**config.mk**
```make
export PLATFORM = sky130hd
export DESIGN_NAME = switch_debounce
export DESIGN_NICKNAME = d
export VERILOG_FILES = /design/src/rtl/switch_pkg.sv /design/src/rtl/switch_debounce_bit.sv /design/src/rtl/switch_debounce.sv
export SDC_FILE = /design/constraint.sdc
export NUM_CORES = 1
export LEC_CHECK = 0
export CAP_MARGIN = 30
export CORE_UTILIZATION = 60
export CTS_BUF_LIST = sky130_fd_sc_hd__clkbuf_4 sky130_fd_sc_hd__clkbuf_8
export DETAILED_ROUTE_END_ITERATION = 6
export MAX_ROUTING_LAYER = met4
export PLACE_DENSITY = 0.77
export REMOVE_ABC_BUFFERS = 1
export SLEW_MARGIN = 20
export SYNTH_ARGS = -nofsm -noshare
export SYNTH_HDL_FRONTEND = slang
export SYNTH_SLANG_ARGS = --single-unit
```
**constraint.sdc**
```tcl
create_clock -name clk -period 2.2 [get_ports clk]
set_input_delay 0.44 -clock clk [delete_from_list [all_inputs] [get_ports clk]]
set_output_delay 0.44 -clock clk [all_outputs]
set_load 0.01 [all_outputs]
```
**src/rtl/switch_pkg.sv**
```systemverilog
// Shared switch-conditioning constants and a width helper for counter sizing.
// No logic; all values are elaboration-time constants.
package switch_pkg;

    localparam int SW_WIDTH            = 18;
    localparam int SW_DEBOUNCE_DEFAULT = 500000;

    // Bits needed to hold 0..n-1; never returns 0 so a counter always exists.
    function automatic int clog2_safe(input int n);
        int w;
        w = 1;
        while ((1 << w) < n) begin
            w = w + 1;
        end
        return w;
    endfunction

endpackage

```
**src/rtl/switch_debounce_bit.sv**
```systemverilog
// One switch bit: 2-flop synchroniser, stability counter, accepted level and change pulse.
// Level accepted DEBOUNCE_CYCLES+2 edges after the pin settles; free-running, no backpressure.
module switch_debounce_bit
    import switch_pkg::*;
#(
    parameter int DEBOUNCE_CYCLES = SW_DEBOUNCE_DEFAULT,
    parameter int CNT_W           = clog2_safe(SW_DEBOUNCE_DEFAULT)
) (
    input  logic clk,
    input  logic reset,
    input  logic sw_raw,
    output logic sw_clean,
    output logic sw_changed,
    output logic accept
);

    localparam logic [CNT_W-1:0] CNT_LAST = CNT_W'(DEBOUNCE_CYCLES - 1);

    (* async_reg = "true" *) logic sync1;
    logic             sync2;
    logic             stable;
    logic [CNT_W-1:0] cnt;

    // High in the cycle before the new level is latched, so the top can register the OR alongside sw_changed.
    assign accept   = (sync2 != stable) && (cnt == CNT_LAST);
    assign sw_clean = stable;

    always_ff @(posedge clk) begin
        if (reset) begin
            sync1      <= 1'b0;
            sync2      <= 1'b0;
            stable     <= 1'b0;
            cnt        <= '0;
            sw_changed <= 1'b0;
        end else begin
            sync1 <= sw_raw;
            sync2 <= sync1;
            if (sync2 == stable) begin
                cnt        <= '0;
                sw_changed <= 1'b0;
            end else if (cnt == CNT_LAST) begin
                stable     <= sync2;
                cnt        <= '0;
                sw_changed <= 1'b1;
            end else begin
                cnt        <= cnt + 1'b1;
                sw_changed <= 1'b0;
            end
        end
    end

endmodule

```
**src/rtl/switch_debounce.sv**
```systemverilog
// Debounces WIDTH slide switches for the PIO in_port and flags accepted toggles.
// Latency DEBOUNCE_CYCLES+2 edges per bit; free-running filter, no handshake or backpressure.
module switch_debounce
    import switch_pkg::*;
#(
    parameter int WIDTH           = SW_WIDTH,
    parameter int DEBOUNCE_CYCLES = SW_DEBOUNCE_DEFAULT
) (
    input  logic             clk,
    input  logic             reset,
    input  logic [WIDTH-1:0] sw_raw,
    output logic [WIDTH-1:0] sw_clean,
    output logic [WIDTH-1:0] sw_changed,
    output logic             any_change
);

    localparam int CNT_W = clog2_safe(DEBOUNCE_CYCLES);

    logic [WIDTH-1:0] accept;

    for (genvar i = 0; i < WIDTH; i++) begin : g_bit
        switch_debounce_bit #(
            .DEBOUNCE_CYCLES (DEBOUNCE_CYCLES),
            .CNT_W           (CNT_W)
        ) u_bit (
            .clk        (clk),
            .reset      (reset),
            .sw_raw     (sw_raw[i]),
            .sw_clean   (sw_clean[i]),
            .sw_changed (sw_changed[i]),
            .accept     (accept[i])
        );
    end

    // Built from the pre-register accept terms so it rises in the same cycle as sw_changed.
    always_ff @(posedge clk) begin
        if (reset) begin
            any_change <= 1'b0;
        end else begin
            any_change <= |accept;
        end
    end

endmodule

```
==> metrics.csv, run 1 <==
stage;metric;value;unit
layout;Filler cells;2271;
synth;Yosys Warn Count;0;
setup_path;Critical Path RT;2.68;ns
clock_tree;# hold bufs at CTS;0;
sta;final hold violation count;0;
synth;Post-synth EDFFs;0;
synth;top post-synthesis cells by area;dfxtp_1 47%, nor2_1 9.6%, xnor2_1 9.5%;
global_routing;largest net degree at the start of global routing;39;
routing;Pre-antenna DRT Iters;5;
sta;max-slew violation count;0;
run;max-cap viol count;0;
layout;area delta synth->final;13.0;%
global_routing;grt met1 use;0.268;
setup_path;Crit path largest cell delay;0.54;ns
layout;nets@finish;2110;
synth;Syn Inst Count;1993;
sta;final period utilization;0.931;
power_and_ir_drop;Pwr Density;736;nW/um^2
global_routing;initial antenna violation count;1;
synth;flops & latches, synth;415;
sta;min Tclk post-route;2.05;ns
setup_path;Worst path slowest cell;or4_1;
global_routing;global route hottest layer;met2;
synth;Synth Flop Type;dfxtp_1;
layout;Final Non-Filler Cells;2508;
floorplanning;Die H;173;um
global_routing;first-pass GRT wire length;56.4;mm
layout;share of layout cells above drive strength 1;0.0843;
floorplanning;initial core utilization;0.613;
synth;top cell type's share of synthesized area;0.471;
setup_path;crit path DAT;2.53;ns
sta;upper clock frequency limit;488;MHz
floorplanning;Die ar.;30100;um^2
sta;Max-Slew Margin vs Limit;0.575;
setup_path;worst-path cell chain;ha_1 -> nand3_1 -> or4_1 -> nand4b_1 -> nand2_1 -> buf_4 -> nor2_1;
floorplanning;IO Count;57;
global_routing;total congestion overflow;0;
routing;via count;13200;
sta;Worst-Margin Slew;0.637;ns
hold_path;hold crit path type;primary input to flop;
floorplanning;Chip Width;173;um
clock_tree;CTS clk-pin slew, worst paths;0.06;ns
setup_path;worst-path fanout max;18;
clock_tree;clk_lat worst skew;0.59;ns
global_routing;met2 usage;0.375;
routing;wirelength, routed;31.9;mm
synth;sequential area share after synthesis;0.471;
setup_path;Worst setup SP type;flop;
routing;Post-route DRC;0;
status;status;complete, no violations;
placement;# placed instances;2385;
global_routing;overall global routing resource usage;0.225;
synth;Netlist cell types;49;
routing;remaining antenna violation count;0;
clock_tree;CTS buffer count;68;
synth;mean cell area of the mapped netlist;8.85;um^2
sta;Post-Route Setup TNS;0;ns
placement;Routability Congestion;0.836;
setup_path;Setup CP Type;flop to flop;
layout;FF+latch area;8310;um^2
layout;Multi-input gate area;8620;um^2
synth;most frequent cell after synthesis;nor2_1;
synth;Synth area leader;dfxtp_1;
floorplanning;Core Area;28800;um^2
setup_path;Critical Path End Type;flop;
clock_tree;H-tree depth;3;
power_and_ir_drop;Leak;0.00639;uW
clock_tree;CTS sink cnt;415;
placement;IO buf count;56;
global_routing;vias in the first global route;13000;
routing;1st-iter DRT viols;597;
clock_tree;Longest Clk Path Bufs;3;
placement;hpwl dp;21.7;mm
floorplanning;Cell Rows;62;
global_routing;met3 usage;0.0401;
synth;async set-reset flop share out of synthesis;0;
power_and_ir_drop;Worst VDD drop;0.503;mV
sta;RSZ-0062 raised after global routing;false;
synth;Post-synth top cells;449 x nor2_1, 415 x dfxtp_1, 192 x xnor2_1;
synth;Cell Area, Synth;17600;um^2
routing;Via density;5.27;
clock_tree;CTS tree;done;
sta;Layout Skew;0.0316;ns
clock_tree;root buffer cell;clkbuf_8;
sta;final setup fails;0;
routing;Wirelength per Cell;12.7;um
-- worst paths after layout --
kind	startpoint	endpoint	slack (ns)	depth (start not counted)
min reg2reg	g_bit[1].u_bit.sync1$_SDFF_PP0_	g_bit[1].u_bit.sync2$_SDFF_PP0_	0.44	1
min	reset	g_bit[10].u_bit.sw_clean$_SDFFE_PP0P_	0.33	2
max reg2reg	g_bit[15].u_bit.cnt[0]$_SDFF_PP0_	g_bit[15].u_bit.cnt[3]$_SDFF_PP0_	0.15	7
max	g_bit[15].u_bit.cnt[0]$_SDFF_PP0_	g_bit[15].u_bit.cnt[3]$_SDFF_PP0_	0.15	7
-- repair_timing --
action | in CTS | in global routing
resized for setup | 0 | 3
endpoints found under the setup margin | 0 | 26
buffers inserted | 0 | 1
hold endpoints to repair | 0 | 0
-- per-stage QoR --
| stage | total power, uW | cell area (um^2) | utilization | setup slack [ns] | hold WS (ns) |
|---|---|---|---|---|---|
| detailed placement | 7940 | 18500 | 0.641 | 0.125 | 0.427 |
| floorplan | 7820 | 17100 | - | 0.209 | 0.413 |
| CTS | 14900 | 19900 | 0.691 | 0.0653 | 0.292 |
| global route | 15300 | 19900 | 0.692 | 0.00342 | 0.331 |
| global placement | 7930 | 18500 | 0.641 | 0.211 | 0.417 |
| finish | 14700 | 19900 | 0.692 | 0.153 | 0.328 |
-- registers in the layout, summed over array words and instances, names as in the netlist --
name	flops
any_change	1
g_bit.u_bit.cnt	342
g_bit.u_bit.sw_changed	18
g_bit.u_bit.sw_clean	18
g_bit.u_bit.sync1	18
g_bit.u_bit.sync2	18
-- per-layer routing --
layer  wire length [um]  vias up
met2              15200      168
met3               1120       74
met4                860        0
met1              14700     6185
li1                   -     6801
met5                  0        -
-- final cells by class --
cell class / count / area share
well taps: 384 / 0.0241
clock inverters: 11 / 0.00346
clock buffers: 110 / 0.0685
flip-flops and latches: 415 / 0.417
multi-input cells: 1441 / 0.433
repair buffers: 94 / 0.0436
diodes: 1 / 0.000126
inverters: 52 / 0.00980
-- cell usage in the layout, fill, tap and decap left out, drive strengths merged, types with 18 or more instances in the layout --
cell type / n
and3: 44
and4: 31
buf: 39
clkbuf: 110
clkdlybuf4s50: 55
dfxtp: 415
ha: 18
inv: 55
nand2: 120
nand3: 109
nand4: 75
nor2: 449
nor2b: 46
nor3: 55
nor4: 34
nor4b: 18
or3: 18
xnor2: 192
xor2: 130
-- cell families (layout without fill, tap and decap cells) --
family,count (synthesis),after routing,synth area share
compound gates,19,19,0.00767
xor+xnor,322,322,0.160
fa+ha+maj,18,18,0.0128
buf+inv,137,267,0.0401
flops,415,415,0.471
mux,14,14,0.00795
other cells,0,1,0
simple gates,1068,1068,0.300
-- worst max-delay path: cells and delay by family (launching register included) --
kind	cells	cell delay, ns
fa+ha+maj	1	0.23
flops	1	0.38
simple gates	5	1.09
buf+inv	1	0.22
-- power by group --
part	leakage, uW	switching (uW)	total (uW)	internal [uW]
clock	0.000770	2950	6880	3930
sequential	0.00335	22.2	7580	7560
combinational	0.00227	106	193	86.3
total	0.00639	3070	14700	11600
(Power assumes the default switching activity.)
==> inputs of run 2 (changes only) <==
--- a/config.mk
+++ b/config.mk
@@ -10,7 +10,7 @@
 export CTS_BUF_LIST = sky130_fd_sc_hd__clkbuf_4 sky130_fd_sc_hd__clkbuf_8
 export DETAILED_ROUTE_END_ITERATION = 6
 export MAX_ROUTING_LAYER = met4
-export PLACE_DENSITY = 0.77
+export PLACE_DENSITY = 0.78
 export REMOVE_ABC_BUFFERS = 1
 export SLEW_MARGIN = 20
 export SYNTH_ARGS = -nofsm -noshare
==> constraint.sdc (replaced) <==
create_clock -name clk -period 2.2 [get_ports clk]
set_input_delay 0.66 -clock clk [delete_from_list [all_inputs] [get_ports clk]]
set_output_delay 0.66 -clock clk [all_outputs]
set_load 0.01 [all_outputs]
==> run 2 against run 1 <==
- clock skew fell by 0.0069 ns
- critical endpoint is now sw_clean[0]
- largest power group unchanged
- die area did not move
- critical path type is now flop to primary output
- routed wire length rose by 1.8%
==> metrics.csv, run 2 (same netlist as run 1, synthesis figures left out) <==
stage;metric;value;unit
status;status;complete, no violations;
power_and_ir_drop;Sw Ratio;0.209;
global_routing;largest net degree at the start of global routing;23;
clock_tree;H-tree depth;3;
sta;final period utilization;0.978;
layout;nets@finish;2104;
clock_tree;# hold bufs at CTS;0;
power_and_ir_drop;Clock Power Share;0.469;
setup_path;Worst path slowest cell;clkdlybuf4s50_1;
sta;Max-Slew Margin vs Limit;0.489;
sta;Layout Skew;0.0246;ns
setup_path;Critical Path End Type;primary output;
sta;max-slew violation count;0;
placement;Routability Congestion;0.850;
clock_tree;CTS clk-pin slew, worst paths;0.06;ns
global_routing;first-pass GRT wire length;56.0;mm
global_routing;overall global routing resource usage;0.223;
routing;remaining antenna violation count;0;
routing;Pre-antenna DRT Iters;5;
floorplanning;Core Area;28800;um^2
setup_path;Crit path largest cell delay;0.55;ns
placement;IO buf count;56;
power_and_ir_drop;Int Power;11600;uW
setup_path;depth of the most critical reg-to-reg path;5;
layout;max reg flops;342;
floorplanning;Cell Rows;62;
sta;min Tclk post-route;2.15;ns
clock_tree;root buffer cell;clkbuf_8;
floorplanning;Die ar.;30100;um^2
clock_tree;Longest Clk Path Bufs;3;
setup_path;crit path DAT;1.49;ns
setup_path;Crit path depth;1;
clock_tree;CTS buffer count;69;
setup_path;CP bufs+invs;1;
placement;hpwl dp;21.8;mm
floorplanning;initial core utilization;0.613;
routing;wirelength, routed;32.4;mm
clock_tree;CTS tree;done;
setup_path;reg2reg setup slack;0.12;ns
power_and_ir_drop;Worst VDD drop;0.538;mV
routing;Post-route DRC;0;
layout;fin util;0.690;
clock_tree;clk_lat worst skew;0.58;ns
setup_path;critical path's top delay family;buffers and inverters;
power_and_ir_drop;Psw;3050;uW
clock_tree;CTS sink cnt;415;
layout;share of layout cells above drive strength 1;0.0787;
hold_path;hold crit path type;flop to flop;
routing;Wirelength per Cell;13.0;um
setup_path;Worst setup SP type;flop;
sta;final setup fails;0;
global_routing;total congestion overflow;0;
layout;area delta synth->final;12.6;%
setup_path;Setup CP Type;flop to primary output;
global_routing;vias in the first global route;12900;
routing;via count;13200;
routing;1st-iter DRT viols;644;
layout;n_diodes;0;
setup_path;Critical Path RT;1.54;ns
sta;final hold violation count;0;
sta;RSZ-0062 raised after global routing;false;
layout;Reg with most FFs;g_bit.u_bit.cnt;
sta;final worst slack;0.0486;ns
hold_path;Hold Path Depth;1;
floorplanning;Die H;173;um
setup_path;worst-path cell chain;clkdlybuf4s50_1;
sta;Post-Route Setup TNS;0;ns
layout;commonest non-fill, non-tap cells in the layout;449 x nor2_1, 415 x dfxtp_1, 192 x xnor2_1;
run;max-cap viol count;0;
global_routing;initial antenna violation count;0;
power_and_ir_drop;sequential power share;0.518;
sta;upper clock frequency limit;465;MHz
power_and_ir_drop;Pwr Density;737;nW/um^2
setup_path;worst-path fanout max;3;
floorplanning;IO Count;57;
sta;Worst-Margin Slew;0.760;ns
power_and_ir_drop;Comb pwr share;0.013;
floorplanning;Chip Width;173;um
power_and_ir_drop;Leak;0.00648;uW
placement;DP Worst Slack;0.128;ns
routing;Via density;5.29;
layout;most common cell after layout, fill and taps aside;nor2_1;
-- run 2: path summary, 6_finish.rpt --
kind,startpoint,to
min,g_bit[15].u_bit.sync1$_SDFF_PP0_,g_bit[15].u_bit.sync2$_SDFF_PP0_
max,g_bit[0].u_bit.sw_clean$_SDFFE_PP0P_,sw_clean[0]
min reg2reg,g_bit[15].u_bit.sync1$_SDFF_PP0_,g_bit[15].u_bit.sync2$_SDFF_PP0_
max reg2reg,g_bit[16].u_bit.cnt[14]$_SDFF_PP0_,any_change$_SDFF_PP0_
-- run 2: routing by layer --
metal  GRT usage  up-vias  share of wire
met1       0.263     6150           0.46
met4      0.0918        0          0.026
li1            -     6768              -
met2       0.376      196           0.48
met3      0.0379       70          0.033
met5           -        -              0
-- run 2: power groups by stage --
stage               Sequential [uW]  Clock, uW  Combinational [uW]
detailed placement             7740          0                 191
finish                         7580       6860                 191
global route                   7580       7390                 212
floorplan                      7740          0                84.0
CTS                            7580       7050                 193
global placement               7740          0                 187
-- run 2: final cells by class --
class                   count  area [um^2]
fillers                  2217         8930
multi-input cells        1441         8620
flip-flops and latches    415         8310
clock buffers             103         1320
repair buffers             87          831
well taps                 384          480
inverters                  52          195
clock inverters            12         95.1
-- run 2: worst register-to-register path, cell delays in order, from the launching register on --
cell and delay, ns:
dfxtp_1 0.34, or4b_1 0.54, or4_4 0.46, o32ai_2 0.31, a2111oi_1 0.10, a41oi_1 0.24
-- run 2: through the flow --
step | cells | hold WS, ns | total power (uW) | instance area (um^2)
after global placement | 2377 | 0.418 | 7930 | 18400
after global routing | 2494 | 0.456 | 15200 | 19900
after detailed placement | 2377 | 0.424 | 7940 | 18400
after CTS | 2492 | 0.440 | 14800 | 19800
final | 2494 | 0.436 | 14600 | 19900
after floorplan | 1908 | 0.413 | 7820 | 17100
-- run 2: timing repair --
action,in CTS,in global routing
setup endpoints to repair,8,45
buffers inserted,0,2
resized for setup,8,7
